$ cat config.mk
export PLATFORM = sky130hd
export DESIGN_NAME = result_merge_unit
export DESIGN_NICKNAME = d
export VERILOG_FILES = /design/src/rtl/result_merge_unit_pkg.sv /design/src/rtl/result_merge_unit_sync_fifo.sv /design/src/rtl/result_merge_unit.sv
export SDC_FILE = /design/constraint.sdc
export NUM_CORES = 1
export LEC_CHECK = 0
export CAP_MARGIN = 20
export CORE_MARGIN = 2
export CORE_UTILIZATION = 33
export CTS_CLUSTER_SIZE = 24
export DETAILED_ROUTE_END_ITERATION = 12
export SETUP_SLACK_MARGIN = 0.3
export SLEW_MARGIN = 20
export SYNTH_ARGS = -nofsm -noshare
export SYNTH_HDL_FRONTEND = slang
export SYNTH_HIERARCHICAL = 1
export SYNTH_SLANG_ARGS = --single-unit
$ cat constraint.sdc
create_clock -name clk -period 17.5 [get_ports clk]
set_clock_uncertainty 0.15 [all_clocks]
set_input_delay 3.5 -clock clk [delete_from_list [all_inputs] [get_ports clk]]
set_output_delay 3.5 -clock clk [all_outputs]
set_load 0.05 [all_outputs]
$ cat src/rtl/result_merge_unit_pkg.sv
// Shared configuration defaults and entry types for the result merge unit.
// Results from execute and the multiplier are tagged and reordered by sequence tag.
package result_merge_unit_pkg;

    localparam int CFG_DATA_W    = 128;
    localparam int CFG_TAG_W     = 4;
    localparam int CFG_EXE_DEPTH = 2;
    localparam int CFG_MUL_DEPTH = 4;

    typedef logic [CFG_TAG_W-1:0] tag_t;

    typedef struct packed {
        tag_t                  tag;
        logic [CFG_DATA_W-1:0] data;
    } merge_entry_t;

    typedef enum logic {
        SRC_EXE = 1'b0,
        SRC_MUL = 1'b1
    } src_t;

endpackage

$ cat src/rtl/result_merge_unit_sync_fifo.sv
// Single-clock FIFO with occupancy count and synchronous clear.
// A push into a full FIFO is accepted only when a pop happens in the same cycle.
module result_merge_unit_sync_fifo #(
    parameter  int DEPTH = 2,
    parameter  int WIDTH = 8,
    localparam int CNT_W = $clog2(DEPTH + 1),
    localparam int PTR_W = $clog2(DEPTH)
) (
    input  logic             clk,
    input  logic             rst,
    input  logic             clr,
    input  logic             push,
    input  logic             pop,
    input  logic [WIDTH-1:0] wdata,
    output logic [WIDTH-1:0] rdata,
    output logic [CNT_W-1:0] count,
    output logic             full,
    output logic             empty
);

    logic [WIDTH-1:0] mem [DEPTH];
    logic [PTR_W-1:0] wr_ptr;
    logic [PTR_W-1:0] rd_ptr;
    logic             do_push;
    logic             do_pop;

    function automatic logic [PTR_W-1:0] ptr_inc(input logic [PTR_W-1:0] p);
        return (p == PTR_W'(DEPTH - 1)) ? '0 : p + PTR_W'(1);
    endfunction

    assign full    = (count == CNT_W'(DEPTH));
    assign empty   = (count == '0);
    assign do_pop  = pop && !empty;
    assign do_push = push && (!full || do_pop);
    assign rdata   = mem[rd_ptr];

    always_ff @(posedge clk or negedge rst) begin
        if (!rst) begin
            wr_ptr <= '0;
            rd_ptr <= '0;
            count  <= '0;
        end else if (clr) begin
            wr_ptr <= '0;
            rd_ptr <= '0;
            count  <= '0;
        end else begin
            if (do_push) wr_ptr <= ptr_inc(wr_ptr);
            if (do_pop)  rd_ptr <= ptr_inc(rd_ptr);
            count <= count + CNT_W'(do_push) - CNT_W'(do_pop);
        end
    end

    // Storage carries no reset; occupancy alone decides what is valid.
    always_ff @(posedge clk) begin
        if (do_push && !clr) mem[wr_ptr] <= wdata;
    end

endmodule

$ cat src/rtl/result_merge_unit.sv
// Merges execute and multiplier results back into program order by sequence tag
// and presents them to the memory stage through a single output register.
module result_merge_unit
    import result_merge_unit_pkg::*;
#(
    parameter int DATA_W    = CFG_DATA_W,
    parameter int TAG_W     = CFG_TAG_W,
    parameter int EXE_DEPTH = CFG_EXE_DEPTH,
    parameter int MUL_DEPTH = CFG_MUL_DEPTH
) (
    input  logic              clk,
    input  logic              rst,
    input  logic              exe_valid_i,
    input  logic [TAG_W-1:0]  exe_tag_i,
    input  logic [DATA_W-1:0] exe_data_i,
    output logic              exe_ready_o,
    input  logic              mul_valid_i,
    input  logic [TAG_W-1:0]  mul_tag_i,
    input  logic [DATA_W-1:0] mul_data_i,
    output logic              mul_stall_o,
    input  logic              flush_i,
    input  logic [TAG_W-1:0]  flush_tag_i,
    output logic              mem_valid_o,
    input  logic              mem_ready_i,
    output logic [TAG_W-1:0]  mem_tag_o,
    output logic [DATA_W-1:0] mem_data_o,
    output logic              mem_src_o,
    output logic              err_o
);

    localparam int ENT_W   = TAG_W + DATA_W;
    localparam int EXE_CW  = $clog2(EXE_DEPTH + 1);
    localparam int MUL_CW  = $clog2(MUL_DEPTH + 1);

    logic [ENT_W-1:0]  exe_head;
    logic [ENT_W-1:0]  mul_head;
    logic [EXE_CW-1:0] exe_count;
    logic [MUL_CW-1:0] mul_count;
    logic              exe_empty;
    logic              mul_empty;
    logic              mul_full;
    logic              exe_full_unused;
    logic [TAG_W-1:0]  next_tag;
    logic              loadable;
    logic              exe_match;
    logic              mul_match;
    logic              take_exe;
    logic              take_mul;
    logic              mul_drop;
    logic              dual_match;

    result_merge_unit_sync_fifo #(.DEPTH(EXE_DEPTH), .WIDTH(ENT_W)) u_exe_fifo (
        .clk   (clk),
        .rst   (rst),
        .clr   (flush_i),
        .push  (exe_valid_i && exe_ready_o && !flush_i),
        .pop   (take_exe),
        .wdata ({exe_tag_i, exe_data_i}),
        .rdata (exe_head),
        .count (exe_count),
        .full  (exe_full_unused),
        .empty (exe_empty)
    );

    result_merge_unit_sync_fifo #(.DEPTH(MUL_DEPTH), .WIDTH(ENT_W)) u_mul_fifo (
        .clk   (clk),
        .rst   (rst),
        .clr   (flush_i),
        .push  (mul_valid_i && !flush_i),
        .pop   (take_mul),
        .wdata ({mul_tag_i, mul_data_i}),
        .rdata (mul_head),
        .count (mul_count),
        .full  (mul_full),
        .empty (mul_empty)
    );

    // Multiplier stalls one entry early because its last stage is already committed.
    assign exe_ready_o = (exe_count < EXE_CW'(EXE_DEPTH));
    assign mul_stall_o = (mul_count >= MUL_CW'(MUL_DEPTH - 1));

    assign loadable   = !mem_valid_o || mem_ready_i;
    assign exe_match  = !exe_empty && (exe_head[ENT_W-1 -: TAG_W] == next_tag);
    assign mul_match  = !mul_empty && (mul_head[ENT_W-1 -: TAG_W] == next_tag);
    assign take_exe   = loadable && exe_match && !flush_i;
    assign take_mul   = loadable && mul_match && !exe_match && !flush_i;
    assign dual_match = loadable && exe_match && mul_match && !flush_i;
    assign mul_drop   = mul_valid_i && !flush_i && mul_full && !take_mul;

    always_ff @(posedge clk or negedge rst) begin
        if (!rst) begin
            mem_valid_o <= 1'b0;
            mem_tag_o   <= '0;
            mem_data_o  <= '0;
            mem_src_o   <= SRC_EXE;
            next_tag    <= '0;
            err_o       <= 1'b0;
        end else begin
            if (mul_drop || dual_match) err_o <= 1'b1;
            if (flush_i) begin
                mem_valid_o <= 1'b0;
                next_tag    <= flush_tag_i;
            end else if (take_exe || take_mul) begin
                mem_valid_o <= 1'b1;
                mem_tag_o   <= take_exe ? exe_head[ENT_W-1 -: TAG_W] : mul_head[ENT_W-1 -: TAG_W];
                mem_data_o  <= take_exe ? exe_head[DATA_W-1:0] : mul_head[DATA_W-1:0];
                mem_src_o   <= take_exe ? SRC_EXE : SRC_MUL;
                next_tag    <= next_tag + TAG_W'(1);
            end else if (loadable) begin
                mem_valid_o <= 1'b0;
            end
        end
    end

endmodule
After elaboration in Yosys (flattened, before gate mapping)
Memory sizes are Yosys's and may differ from the RTL's.
Index checks and enable logic that the tools add are counted.
{"block": "op_classes", "multipliers": 0, "n_lt_le_gt_ge": 2, "div": 0, "n_eq_ne": 6, "n_reduce_logical": 42, "n_bitwise": 1, "n_addsub": 9, "n_shift": 0, "n_mux": 26}
{"op": "$mux 128", "n": 1}
{"op": "$logic_and 1x1->1", "n": 20}
{"op": "$mux 1", "n": 14}
{"op": "$mux 2", "n": 7}
{"op": "$mux 4", "n": 3}
{"op": "$reduce_bool 2->1", "n": 5}
{"op": "$eq 4x4->1", "n": 2}
{"op": "$logic_not 1->1", "n": 8}
{"op": "$eq 2x2->1 const B", "n": 3}
{"op": "$logic_or 1x1->1", "n": 5}
{"op": "$add 2x1->2 const B", "n": 2}
{"op": "$add 4x1->4 const B", "n": 1}
{"op": "$add 3x1->3", "n": 1}
{"op": "$eq 3x3->1 const B", "n": 1}
{"op": "$ge 3x2->1 const B", "n": 1}
{"op": "$logic_not 3->1", "n": 1}
{"op": "$mux 3", "n": 1}
{"op": "$reduce_bool 3->1", "n": 1}
{"op": "$sub 3x1->3", "n": 1}
{"op": "$add 1x1->1 const B", "n": 2}
{"op": "$add 2x1->2", "n": 1}
{"op": "$logic_not 2->1", "n": 1}
{"op": "$lt 2x2->1 const B", "n": 1}
{"op": "$reduce_and 2->1", "n": 1}
{"op": "2 further kinds", "n": 2}
{"block": "totals", "rom_bits": 0, "latchBits": 0, "output_inout_bits": 137, "reg_bits": 150, "mem_count": 2, "mem_bits_rw": 792}
{"memory": "u_mul_fifo.mem", "depth": 4, "width": 132, "rd": 1, "rd_clocked_by_memory_dff": 0, "wr": 1, "line_no": "result_merge_unit_sync_fifo.sv:21", "rtl": "logic [WIDTH-1:0] mem [DEPTH];"}
{"memory": "u_exe_fifo.mem", "depth": 2, "width": 132, "rd": 1, "rd_clocked_by_memory_dff": 0, "wr": 1, "line_no": "result_merge_unit_sync_fifo.sv:21"}

Depth between registers and ports, before layout
Gate-level depths: netlist (run 1).
{"block": "logic_depth", "word_depth": 12, "mapped_depth": 19, "depth_no_buf": 13}

Modules after synthesis
Netlist (run 1), hierarchy kept.
{"mod": "result_merge_unit_sync_fifo at u_mul_fifo", "cells_per_inst": 737, "instances": 1, "area_each_um2": 19456.2, "seq_area_each_um2": 16030.4}
{"mod": "result_merge_unit_sync_fifo at u_exe_fifo", "cells_per_inst": 440, "instances": 1, "area_each_um2": 9799.4, "seq_area_each_um2": 8027.7}
{"mod": "result_merge_unit", "cells_per_inst": 629, "instances": 1, "area_each_um2": 6864.1, "seq_area_each_um2": 3478.3}

Worst setup path before layout (run 1)
No wires, ideal clock.
{"block": "synth_path", "kind": "input to register", "from": "in flush_i", "to": "mem u_exe_fifo/mem[1][0] in the netlist's numbering (enable)", "stages": 10, "t_required_ps": 16539, "n_path_buf": 5, "setup_time_ps": 811, "slack_ps": 1916, "t_arrival_ps": 14623, "path_cell_list": "buf_6 or2_0 or4_1 buf_6 clkinv_4 buf_12 buf_12 buf_12 o21ai_1 nor3b_1"}
{"block": "synth_via", "elab_chain_cells": 8}
{"item": "start, declared", "line_no": "result_merge_unit.sv:21", "rtl": "input logic flush_i,"}
{"item": "$logic_not 1->1", "line_no": "result_merge_unit.sv:85", "rtl": "assign take_exe = loadable && exe_match && !flush_i;"}
{"item": "$logic_and 1x1->1", "line_no": "result_merge_unit.sv:85"}
{"item": "net take_exe", "line_no": "result_merge_unit.sv:47", "rtl": "logic take_exe;"}
{"item": "$logic_and 1x1->1", "line_no": "result_merge_unit_sync_fifo.sv:33", "rtl": "assign do_pop = pop && !empty;"}
{"item": "$logic_or 1x1->1", "line_no": "result_merge_unit_sync_fifo.sv:34", "rtl": "assign do_push = push && (!full || do_pop);"}
{"item": "$logic_and 1x1->1", "line_no": "result_merge_unit_sync_fifo.sv:34"}
{"item": "$logic_and 1x1->1", "line_no": "result_merge_unit_sync_fifo.sv:55", "rtl": "if (do_push && !clr) mem[wr_ptr] <= wdata;"}
{"item": "$mux 1", "line_no": "result_merge_unit_sync_fifo.sv:55"}
{"item": "$mux 1 (not written as such)", "line_no": "result_merge_unit_sync_fifo.sv:55"}
{"item": "end, declared", "line_no": "result_merge_unit_sync_fifo.sv:21"}
The timed path passes the listed nets, and every way through them passes these cells.

Worst setup path after layout (run 1)
{"block": "layout_path", "from": "in flush_i", "to": "mem u_exe_fifo/mem[1][55] in the netlist's numbering (enable)"}
{"block": "layout_via", "elab_chain_cells": 8}
{"item": "$logic_not 1->1 (*)", "line_no": "result_merge_unit_sync_fifo.sv:55, result_merge_unit.sv:56, result_merge_unit.sv:85"}
{"item": "$logic_and 1x1->1", "line_no": "result_merge_unit.sv:85"}
{"item": "$logic_and 1x1->1", "line_no": "result_merge_unit_sync_fifo.sv:33"}
{"item": "$logic_or 1x1->1", "line_no": "result_merge_unit_sync_fifo.sv:34"}
{"item": "$logic_and 1x1->1", "line_no": "result_merge_unit_sync_fifo.sv:34"}
{"item": "$logic_and 1x1->1 (*)", "line_no": "result_merge_unit_sync_fifo.sv:55"}
{"item": "$mux 1 (*)", "line_no": "result_merge_unit_sync_fifo.sv:55"}
{"item": "$mux 1 (not written as such) (*)", "line_no": "result_merge_unit_sync_fifo.sv:55"}
Every way passes the cells marked *; elsewhere a longest branch is shown, timed or not.

==> results.sh, run 1 <==
export IMPL_outcome="finished clean"
export IMPL_overflow=0
export IMPL_portBuffers=410
export IMPL_clock_latency_ns=0.68
export IMPL_cts_buffers=100
export IMPL_syn_num_nets=2088
export IMPL_drt_wirelength_per_cell_um=22.0
export IMPL_slew_headroom_pct=32.1
export IMPL_rsz0062_at_grt="no"
export IMPL_path_clk_slew_ns=0.06
export IMPL_grt_pass1_vias=18900
export IMPL_gp_congestion=0.757
export IMPL_coreArea_um2=109000
export IMPL_fin_tns_setup_ns=0
export IMPL_cp_data_arrival_time_ns=7.62
export IMPL_setup_violations=0
export IMPL_worst_pin_slew_ns=1.02
export IMPL_finalCritPeriodShare_pct=42.8
export IMPL_cts_hold_fix_buffers=0
export IMPL_drtIter0Drc=1038
export IMPL_cts_repair_resized=0
export IMPL_critPathTopFamily="buffers and inverters"
export IMPL_clockBufferDepth=3
export IMPL_dp_cells=3563
export IMPL_critical_path_max_stage_delay_ns=0.73
export IMPL_worstPathMaxFanout=110
export IMPL_finalNonFillerCells=3763
export IMPL_hold_path_class="flop to flop"
export IMPL_fin_area_um2=44800
export IMPL_placed_cell_area_um2=41500
export IMPL_hold_viol=0
export IMPL_critPathKind="primary input to flop"
export IMPL_syn_area_um2=36100
export IMPL_num_vias=17900
export IMPL_grt_max_degree=111
export IMPL_synth_avg_cell_area_um2=20.0
export IMPL_drcViolationCount=0
export IMPL_cts_tree="done"
export IMPL_powerDensity_nw_per_um2=130
export IMPL_drv_cap=0
export IMPL_drt_first_pass_iters=5
export IMPL_antenna_found_initial=20
export IMPL_crit_path_end_kind="flop"
export IMPL_grtUsageTotal_pct=14.6
export IMPL_fmax_mhz=133
export IMPL_post_cts_setup_buffers=0
export IMPL_min_period_ns=7.49
export IMPL_path_buf_inv=5
export IMPL_crit_path_cell_trace="clkdlybuf4s50_1 -> buf_4 -> or2_0 -> or4_1 -> inv_8 -> o21ai_1 -> nor3b_2 -> buf_4 -> buf_4"
export IMPL_fin_nets=2536
export IMPL_via_per_inst=4.77
export IMPL_h_tree_depth=3
export IMPL_die_y_um=335
export IMPL_num_rows=121
export IMPL_die_area_um2=112000
export IMPL_power_leakage_uw=0.0156
export IMPL_io_pins=411
export IMPL_vdd_drop_max_mv=0.0936
export IMPL_dpl_hpwl_mm=52.8
export IMPL_holdWs_ns=0.391
export IMPL_grt_pass1_wl_mm=123
export IMPL_synthCells=1805
export IMPL_clock_sinks=942
export IMPL_antenna_left=0
export IMPL_cp_required_ns=17.63
export IMPL_drive_gt1_share_pct=21.0
export IMPL_cts_root_buf="clkbuf_16"
export IMPL_drt_total_wl_mm=82.7
export IMPL_start_kind="primary input"
export IMPL_yosys_warnings=6
export IMPL_worst_path_max_delay_cell="buf_4"
export IMPL_start_util_pct=33.2
export IMPL_final_max_slew_viol_count=0
export IMPL_syn_to_final_growth_pct=24.1
export IMPL_crit_top_cell="buf_4"
export IMPL_die_width_um=335
power by group:
group	internal (uW)	switching, uW	leakage [uW]	total [uW]
sequential	2600	118	0.00914	2720
clock	1180	871	0.00158	2050
combinational	379	687	0.00486	1070
total	4160	1680	0.0156	5840
metal layers:
layer	share of wire (%)	global-route usage [%]
met1	41	18.6
met4	1.8	4.32
met3	6.3	3.79
met2	50	24.5
met5	0.15	0
area by class of cell:
class                           instances  area (um^2)
Clock buffer                          135         2780
Sequential cell                       942        27500
Tap cell                             1414         1770
Inverter                                8         37.5
Timing Repair Buffer                  439         4370
Clock inverter                         55          454
Fill cell                            9613        63900
Multi-Input combinational cell        762         7830
Antenna cell                            8         20.0
flip-flops by register name (all words and copies together) (netlist names):
register           flops
mem_src_o              1
mem_tag_o              4
u_exe_fifo/rd_ptr      1
mem_valid_o            1
u_mul_fifo/mem       528
u_exe_fifo/wr_ptr      1
next_tag               4
u_mul_fifo/rd_ptr      2
u_exe_fifo/count       2
mem_data_o           128
u_exe_fifo/mem       264
u_mul_fifo/count       3
err_o                  1
u_mul_fifo/wr_ptr      2
cells in the final DEF, fill, tap and decap left out, types with 3 or more instances in the layout:
master,instances
clkinvlp_4,6
clkinv_2,20
mux2i_1,133
ha_1,8
xnor2_1,9
buf_4,24
inv_1,7
diode_2,8
bufinv_16,4
dfrtp_1,147
clkbuf_16,102
mux2_1,6
buf_6,4
mux2_2,128
xor2_1,3
a21oi_1,6
clkbuf_1,23
nor2b_1,7
o21ai_2,38
and2_4,4
nor2_1,13
nand3_1,8
clkinv_1,17
o21ai_0,37
dfrtp_4,3
edfxtp_1,792
o21ai_1,61
mux4_2,132
nand2_1,136
a21o_1,4
clkdlybuf4s50_1,409
clkbuf_8,10
inv_16,4
final timing paths:
check | end | slack [ns] | depth (start not counted) | start
max | u_exe_fifo/mem[1][55]$_DFFE_PP_ | 10.01 | 9 | flush_i
min | mem_src_o$_DFFE_PN0P_ | 0.39 | 2 | mem_src_o$_DFFE_PN0P_
max reg2reg | u_exe_fifo/mem[1][55]$_DFFE_PP_ | 11.49 | 10 | u_exe_fifo/rd_ptr$_DFFE_PN0P_
min reg2reg | mem_src_o$_DFFE_PN0P_ | 0.39 | 2 | mem_src_o$_DFFE_PN0P_
max in group asynchronous | mem_data_o[105]$_DFFE_PN0P_ | 13.22 | 2 | rst
min in group asynchronous | mem_data_o[22]$_DFFE_PN0P_ | 2.61 | 1 | rst
worst register-to-register path: stages, from the launching register on:
cell	delay (ns)
dfrtp_4	0.81
buf_4	0.64
mux2_2	0.51
xnor2_1	0.18
nand2_1	0.09
or4_1	0.71
inv_8	0.51
o21ai_1	0.29
nor3b_2	0.28
buf_4	0.57
buf_4	0.73
through the flow:
step	worst slack, ns	util, %	power (uW)
after global routing	9.81	41.2	6060
final	10.01	41.2	5840
after floorplan	1.92	-	3380
after detailed placement	9.26	38.2	3840
after CTS	9.99	41.1	5910
after global placement	9.33	38.2	3830
(Power assumes the default switching activity.)
==> inputs of run 2 (changes only) <==
==> constraint.sdc (replaced) <==
create_clock -name clk -period 7.1 [get_ports clk]
set_clock_uncertainty 0.15 [all_clocks]
set_input_delay 1.42 -clock clk [delete_from_list [all_inputs] [get_ports clk]]
set_output_delay 1.42 -clock clk [all_outputs]
set_load 0.05 [all_outputs]
==> results.sh, run 2 (synthesis results as in run 1) <==
export IMPL_layout_common_cells="792 x edfxtp_1, 409 x clkdlybuf4s50_1, 147 x dfrtp_1"
export IMPL_syn_to_final_growth_pct=25.0
export IMPL_via_per_inst=4.74
export IMPL_min_period_ns=4.94
export IMPL_finalCritPeriodShare_pct=69.5
export IMPL_top_register="u_mul_fifo/mem"
export IMPL_design_power_total_uw=14700
export IMPL_power_leakage_uw=0.0157
export IMPL_cp_required_ns=7.26
export IMPL_drt_total_wl_mm=83.9
export IMPL_antenna_left=0
export IMPL_overflow=0
export IMPL_rr_startpoint="u_mul_fifo/rd_ptr[0]$_DFFE_PN0P_"
export IMPL_fmax_mhz=203
export IMPL_largest_reg_flops=528
export IMPL_vdd_drop_max_mv=0.266
export IMPL_cts_repair_resized=0
export IMPL_rr_worst_depth=9
export IMPL_h_tree_depth=3
export IMPL_clock_latency_ns=0.68
export IMPL_hold_path_class="flop to flop"
export IMPL_grtUsageTotal_pct=14.8
export IMPL_start_kind="flop"
export IMPL_portBuffers=410
export IMPL_biggestRegsByFlops="u_mul_fifo/mem (528), u_exe_fifo/mem (264), mem_data_o (128)"
export IMPL_start_util_pct=33.2
export IMPL_outcome="finished clean"
export IMPL_drcViolationCount=0
export IMPL_antenna_found_initial=26
export IMPL_fin_nets=2532
export IMPL_die_y_um=335
export IMPL_drive_gt1_share_pct=21.1
export IMPL_placed_cell_area_um2=41600
export IMPL_powerDensity_nw_per_um2=327
export IMPL_fin_tns_setup_ns=0
export IMPL_post_cts_setup_buffers=0
export IMPL_crit_path_end_kind="flop"
export IMPL_drt_wirelength_per_cell_um=22.3
export IMPL_setup_slack_ns=2.16
export IMPL_cts_buffers=99
export IMPL_slew_headroom_pct=22.5
export IMPL_io_pins=411
export IMPL_worstPathMaxFanout=61
export IMPL_cts_hold_fix_buffers=0
export IMPL_drv_cap=0
export IMPL_cp_data_arrival_time_ns=5.10
export IMPL_die_width_um=335
export IMPL_fin_area_um2=45100
export IMPL_die_area_um2=112000
export IMPL_path_clk_slew_ns=0.06
export IMPL_gp_congestion=0.737
export IMPL_cts_tree="done"
export IMPL_drtIter0Drc=1122
export IMPL_grt_pass1_vias=19100
export IMPL_num_rows=121
export IMPL_cts_root_buf="clkbuf_16"
export IMPL_critPathKind="flop to flop"
export IMPL_rsz0062_at_grt="no"
export IMPL_worst_pin_slew_ns=1.16
export IMPL_finalNonFillerCells=3758
export IMPL_dpl_hpwl_mm=52.3
export IMPL_reg2reg_to="u_mul_fifo/mem[2][121]$_DFFE_PP_"
export IMPL_clockBufferDepth=3
export IMPL_grt_max_degree=142
export IMPL_coreArea_um2=109000
export IMPL_num_vias=17800
export IMPL_endpoint="u_mul_fifo/mem[2][121]$_DFFE_PP_"
export IMPL_pre_cts_ws_ns=1.75
export IMPL_dp_cells=3561
export IMPL_grt_pass1_wl_mm=123
export IMPL_drt_first_pass_iters=5
export IMPL_crit_path_start="u_mul_fifo/rd_ptr[0]$_DFFE_PN0P_"
export IMPL_final_common_cell="edfxtp_1"
export IMPL_setup_violations=0
export IMPL_rrSetupSlack_ns=2.16
export IMPL_clock_sinks=942
export IMPL_final_max_slew_viol_count=0
export IMPL_hold_viol=0
run 2: changes by cell type in the layout (fill, tap and decap cells not counted), sizes merged:
cell	previous run	this run
clkinv	40	26
bufinv	4	13
clkbuf	135	142
buf	30	26
clkinvlp	6	2
inv	13	14
run 2: stage by stage:
step,util [%],hold slack (ns)
finish,41.5,0.343
global route,41.5,0.356
CTS,41.5,0.343
detailed placement,38.3,0.320
global placement,38.3,0.345
floorplan,-,0.376
run 2: how the worst min path moves through the flow:
| stage | start | end | slack, ns | cells past startpoint |
|---|---|---|---|---|
| floorplan | u_exe_fifo/mem[0][41]$_DFFE_PP_ | mem_data_o[41]$_DFFE_PN0P_ | 0.38 | 3 |
| finish | err_o$_DFFE_PN0P_ | err_o$_DFFE_PN0P_ | 0.34 | 1 |
| global placement | err_o$_DFFE_PN0P_ | err_o$_DFFE_PN0P_ | 0.34 | 1 |
| CTS | err_o$_DFFE_PN0P_ | err_o$_DFFE_PN0P_ | 0.34 | 1 |
| global route | err_o$_DFFE_PN0P_ | err_o$_DFFE_PN0P_ | 0.36 | 1 |
| detailed placement | err_o$_DFFE_PN0P_ | err_o$_DFFE_PN0P_ | 0.32 | 1 |
run 2: final cells by class:
class                           count  area, um^2
Fill cell                        9624       63600
Clock buffer                      141        2830
Timing Repair Buffer              436        4430
Multi-Input combinational cell    762        7860
Antenna cell                        8        20.0
Inverter                            8        37.5
Sequential cell                   942       27500
Clock inverter                     47         646
Tap cell                         1414        1770
run 2: worst max-delay path, stage by stage, from the launching register on:
cell     delay (ns)
dfrtp_4        1.01
mux4_2         0.65
xnor2_1        0.18
nand4_1        0.13
or3_4          0.37
nor2_1         0.22
or4b_1         0.30
and3b_4        0.26
and2_4         0.65
buf_12         0.38
run 2: routing by layer:
| layer | GRT usage, % | part of all wire (%) |
|---|---|---|
| met1 | 18.5 | 41 |
| met2 | 24.8 | 49 |
| met3 | 4.05 | 6.9 |
| met4 | 4.62 | 2.2 |
| met5 | 0 | 0.26 |
run 2: power by group:
part	internal, uW	leakage, uW	switching, uW	total [uW]
clock network	3260	0.00169	2160	5420
logic	936	0.00488	1710	2650
registers	6410	0.00914	263	6680
